[config.mk]
export PLATFORM = sky130hd
export DESIGN_NAME = pc_next_unit
export DESIGN_NICKNAME = d
export VERILOG_FILES = /design/src/rtl/pc_next_unit.sv
export SDC_FILE = /design/constraint.sdc
export NUM_CORES = 1
export LEC_CHECK = 0
export CAP_MARGIN = 10
export CORE_ASPECT_RATIO = 0.9
export CORE_MARGIN = 3
export CORE_UTILIZATION = 42
export DETAILED_ROUTE_END_ITERATION = 10
export PLACE_DENSITY = 0.74
export SYNTH_ARGS = -nofsm -noshare
export SYNTH_HDL_FRONTEND = slang
export SYNTH_SLANG_ARGS = --single-unit
[constraint.sdc]
create_clock -name CLK -period 5.2 [get_ports CLK]
set_input_delay 1.3 -clock CLK [delete_from_list [all_inputs] [get_ports CLK]]
set_output_delay 1.3 -clock CLK [all_outputs]
set_load 0.1 [all_outputs]
[src/rtl/pc_next_unit.sv]
// Program-counter stage: holds the PC, selects the next fetch address and
// runs a BOOT/RUN/HALT/FAULT FSM that stops fetch on halt or an illegal target.
module pc_next_unit #(
  parameter logic [31:0] RESET_PC   = 32'h0000_0000,
  parameter int          IMEM_BYTES = 128,
  parameter logic [5:0]  HALT_OP    = 6'b111111
) (
  input  logic        CLK,
  input  logic        Reset,
  input  logic        PCWre,
  input  logic [1:0]  PCSrc,
  input  logic [5:0]  op,
  input  logic [15:0] Immediate,
  input  logic [31:0] JumpPC,
  input  logic [31:0] RegPC,
  output logic [31:0] IAddr,
  output logic [31:0] PC4,
  output logic        halted,
  output logic        fault,
  output logic [1:0]  state,
  output logic [31:0] instr_count
);

  typedef enum logic [1:0] {
    BOOT  = 2'b00,
    RUN   = 2'b01,
    HALT  = 2'b10,
    FAULT = 2'b11
  } st_t;

  localparam logic [31:0] PC_MAX = 32'(IMEM_BYTES - 4);

  st_t         cur_st, nxt_st;
  logic [31:0] target;
  logic        illegal;
  logic        pc_en;

  assign PC4   = IAddr + 32'd4;
  assign state = cur_st;

  always_comb begin
    target = PC4;
    unique case (PCSrc)
      2'b00: target = PC4;
      2'b01: target = PC4 + {{14{Immediate[15]}}, Immediate, 2'b00};
      2'b10: target = JumpPC;
      2'b11: target = RegPC;
    endcase
  end

  // Running off the top of memory is treated as a fault, never a wrap to 0.
  assign illegal = (target[1:0] != 2'b00) || (target > PC_MAX);

  always_comb begin
    nxt_st = cur_st;
    pc_en  = 1'b0;
    unique case (cur_st)
      BOOT: nxt_st = RUN;
      RUN: begin
        if (op == HALT_OP)  nxt_st = HALT;
        else if (!PCWre)    nxt_st = RUN;
        else if (illegal)   nxt_st = FAULT;
        else                pc_en  = 1'b1;
      end
      HALT:  nxt_st = HALT;
      FAULT: nxt_st = FAULT;
    endcase
  end

  always_ff @(posedge CLK or negedge Reset) begin
    if (!Reset) begin
      cur_st      <= BOOT;
      IAddr       <= RESET_PC;
      instr_count <= 32'd0;
      halted      <= 1'b0;
      fault       <= 1'b0;
    end else begin
      cur_st <= nxt_st;
      halted <= (nxt_st == HALT);
      fault  <= (nxt_st == FAULT);
      if (pc_en) begin
        IAddr       <= target;
        instr_count <= instr_count + 32'd1;
      end
    end
  end

endmodule
==> flow_metrics.py <==
metrics = {
    "detailed_routing": {
        "drc_errors": 0,
        "vias_per_cell": 5.77,
        "firstDrtPassIters": 6,
        "post_drt_wl_per_cell_um": 19.3,
        "dr_total_vias": 6202,
        "drtIter0Drc": 398,
        "antenna_left": 0,
        "wirelength_mm": 20.7,
    },
    "sta": {
        "min_period_ns": 5.12,
        "setup_viol": 0,
        "setup_slack_ns": 0.0761,
        "slew_violations": 0,
        "clock_skew_ns": 0.00897,
        "worst_pin_slew_ns": 1.05,
        "clock.fmax_ghz": 0.195,
        "slew_headroom": 0.297,
        "hold_viol": 0,
        "fin_crit_sh": 0.985,
    },
    "floorplanning": {
        "die-area_sq_um": 14900,
        "num_rows": 39,
        "die_h_um": 116,
        "pin_count": 191,
        "core_sq_um": 12900,
        "die_w_um": 128,
        "initial_core_util": 0.437,
    },
    "synthesis": {
        "synth.distinct_cells": 66,
        "synth_compound_area_frac": 0.161,
        "yosysMostFrequentCell": "dfrtp_1",
        "syn_nets": 779,
        "synth_top_area_frac": 0.301,
        "synthArstFlopShare": 1.00,
        "yosys.area_share.xor_xnor": 0.133,
        "yosys_register_bits": 68,
        "syn_area_sq_um": 5660,
        "yosysTopAreaCell": "dfrtp_1",
        "synthMuxAreaShare": 0.0427,
        "syn_area_per_cell_sq_um": 8.63,
        "synthTopCellsByArea": "dfrtp_1 (30%), xnor2_1 (9.8%), ha_1 (7.1%), nand3_1 (4.1%), nand2_1 (4.0%)",
        "synth_top_family_by_area": "simple AND/OR/NAND/NOR gates",
        "synthSimpleGateAreaFrac": 0.253,
        "ys_warn_count": 0,
        "synth_edf_count": 0,
        "synthCells": 655,
        "synthAdderAreaFrac": 0.0743,
        "synthFlopType": "dfrtp_1",
        "yosysSeqAreaShare": 0.301,
        "synthTopCellsByCount": "dfrtp_1 (68), xnor2_1 (63), nand2_1 (60)",
    },
    "finish": {
        "drive_gt1_frac": 0.248,
        "diodes": 0,
        "fill_cells": 986,
        "final_core_util": 0.709,
        "multiInputGateArea_sq_um": 4350,
        "syn_to_final_growth_pct": 62.0,
        "regArea_sq_um": 1760,
        "nets": 1030,
    },
    "run_status": {
        "outcome": "finished clean",
    },
    "place": {
        "gp_congestion": 0.962,
        "numPortBuffers": 190,
        "dp.final_hpwl_mm": 16.7,
        "pre_cts_slack_ns": -0.300,
    },
    "worst_setup_path": {
        "crit_path_end_kind": "flip-flop",
        "max_stage_delay_ns": 0.55,
        "critPathKind": "input port to flip-flop",
        "cp.required_ns": 5.41,
        "path_buf_inv": 4,
        "crit_family": "compound AO/OA/AOI/OAI gates",
        "cp-start-kind": "input port",
        "crit_chain": "clkdlybuf4s50_1, ha_1, a211oi_2, nor4_2, a211oi_2, o21a_1, o31a_1, o311a_1, or4_1, o31a_1, nor3_4, buf_12, buf_12, buf_4, nand3_2, xnor2_1",
        "slowest_stage": "or4_1",
        "cp_max_fo": 8,
        "worstPathArrival_ns": 5.33,
    },
    "clock_network": {
        "h-tree-depth": 3,
        "cts.root.buffer_cell": "clkbuf_16",
        "clock-sinks": 68,
        "clockBufferDepth": 2,
        "cts_inserted_buffers": 9,
        "cts_tree": "built",
        "clk_pin_slew_worst_paths_ns": 0.06,
        "clock_latency_ns": 0.33,
    },
    "pwr": {
        "p_leak_nw": 3.88,
        "power_per_cell_area_nw_per_um2": 146,
        "swShare": 0.255,
        "seqPwrFrac": 0.398,
        "peakVddDrop_mv": 0.152,
        "switchingPower_uw": 341,
        "p_int_uw": 998,
        "clkPwrFrac": 0.411,
        "pwr-share-comb": 0.191,
    },
    "global_route": {
        "grt_pass1_vias": 6186,
        "gr-total-overflow": 0,
        "grt_use_met2": 0.461,
        "antenna_found_initial": 0,
        "grt_max_degree": 44,
        "grt_pass1_wl_mm": 32.0,
        "gr-usage-met3": 0.0631,
        "grt_busiest_layer": "met2",
        "track_usage": 0.270,
        "met1_usage": 0.340,
    },
    "min_path": {
        "hold_class": "flip-flop to flip-flop",
    },
    "job": {
        "maxCapViolations": 0,
    },
}
==> logic make-up after synthesis <==
group	Yosys count
buffers and inverters	47
flip-flops	68
AND/OR/NAND/NOR	273
XOR/XNOR	84
adder cells (fa/ha/maj)	33
AO/OA/AOI/OAI	133
multiplexers	17
==> cells in the final DEF (no fill, tap or decap), drive strengths merged, types with 3 or more instances in the layout <==
master and n:
a2111oi 3, a21o 10, clkbuf 14, xnor2 63, buf 107, nand2 60, a31o 3, nand4 27
clkdlybuf4s50 166, nor4 18, mux4 5, a21oi 35, dfrtp 68, a221oi 3, o21ai 19, a31oi 3
nor2b 26, nor2 35, o21a 8, nand3 46, o211ai 8, or4 4, mux2i 5, and2 6
inv 12, ha 32, nor3 18, and4 3, mux2 7, or3 4, xor2 20, and3 16
a211oi 12, nand4b 3
==> state kept, by name, summed over array words and instances, names as in the netlist <==
| name | flops |
|---|---|
| state | 2 |
| halted | 1 |
| instr_count | 32 |
| fault | 1 |
| IAddr | 32 |
==> worst register-to-register path, stage by stage, from the launching register on <==
cell	delay, ns
dfrtp_4	0.43
ha_1	0.20
nand3_2	0.17
or2_2	0.38
xnor2_4	0.15
ha_1	0.34
buf_4	0.14
nand2_1	0.07
a21oi_1	0.18
a211oi_2	0.12
o21a_1	0.25
o31a_1	0.31
o311a_1	0.34
or4_1	0.55
o31a_1	0.38
nor3_4	0.23
buf_12	0.15
buf_12	0.12
buf_4	0.15
nand3_2	0.09
xnor2_1	0.14
==> final timing paths <==
kind | from | to | slack (ns) | cells after the start
min in group asynchronous | Reset | IAddr[27] | 1.12 | 1
max reg2reg | IAddr[3] | instr_count[16] | 0.17 | 20
min | instr_count[31] | instr_count[31] | 0.48 | 1
max in group asynchronous | Reset | IAddr[12] | 3.14 | 2
max | Immediate[1] | instr_count[16] | 0.08 | 16
min reg2reg | instr_count[31] | instr_count[31] | 0.48 | 1
==> per-layer routing <==
| layer | part of all wire | up-vias |
|---|---|---|
| met3 | 0.065 | 49 |
| met1 | 0.41 | 2985 |
| li1 | - | 2922 |
| met2 | 0.50 | 246 |
| met5 | 0 | - |
| met4 | 0.028 | 0 |
==> cell type report <==
cell class	instances	area share
tap	164	0.0224
sequential	68	0.192
timing repair buffer	275	0.277
clock buffer	12	0.0269
multi-input combinational	540	0.474
inverter	12	0.00492
clock inverter	4	0.00273
==> timing repair <==
action	4_1_cts	5_1_grt
hold buffers	0	0
buffers inserted	0	9
endpoints found under the setup margin	0	51
resized for setup	0	19
endpoints found under the hold margin	0	0
==> power groups by stage <==
stage	Combinational [mW]	Clock (mW)	Sequential, mW
final	0.256	0.550	0.533
after detailed placement	0.250	0	0.542
after CTS	0.252	0.557	0.533
after global routing	0.276	0.582	0.533
after floorplan	0.106	0	0.551
after global placement	0.246	0	0.542
==> per-stage QoR <==
step | std cells | hold WS, ns | area, sq um | setup TNS, ns | power [mW]
floorplan | 655 | 0.815 | 6280 | -21.41 | 0.657
global placement | 1048 | 0.461 | 8690 | -2.32 | 0.788
detailed placement | 1048 | 0.471 | 8690 | -8.41 | 0.792
CTS | 1064 | 0.482 | 8960 | 0 | 1.34
global route | 1075 | 0.489 | 9160 | -0.00200 | 1.39
finish | 1075 | 0.482 | 9160 | 0 | 1.34
No activity file was read; power rests on OpenSTA's default activity.
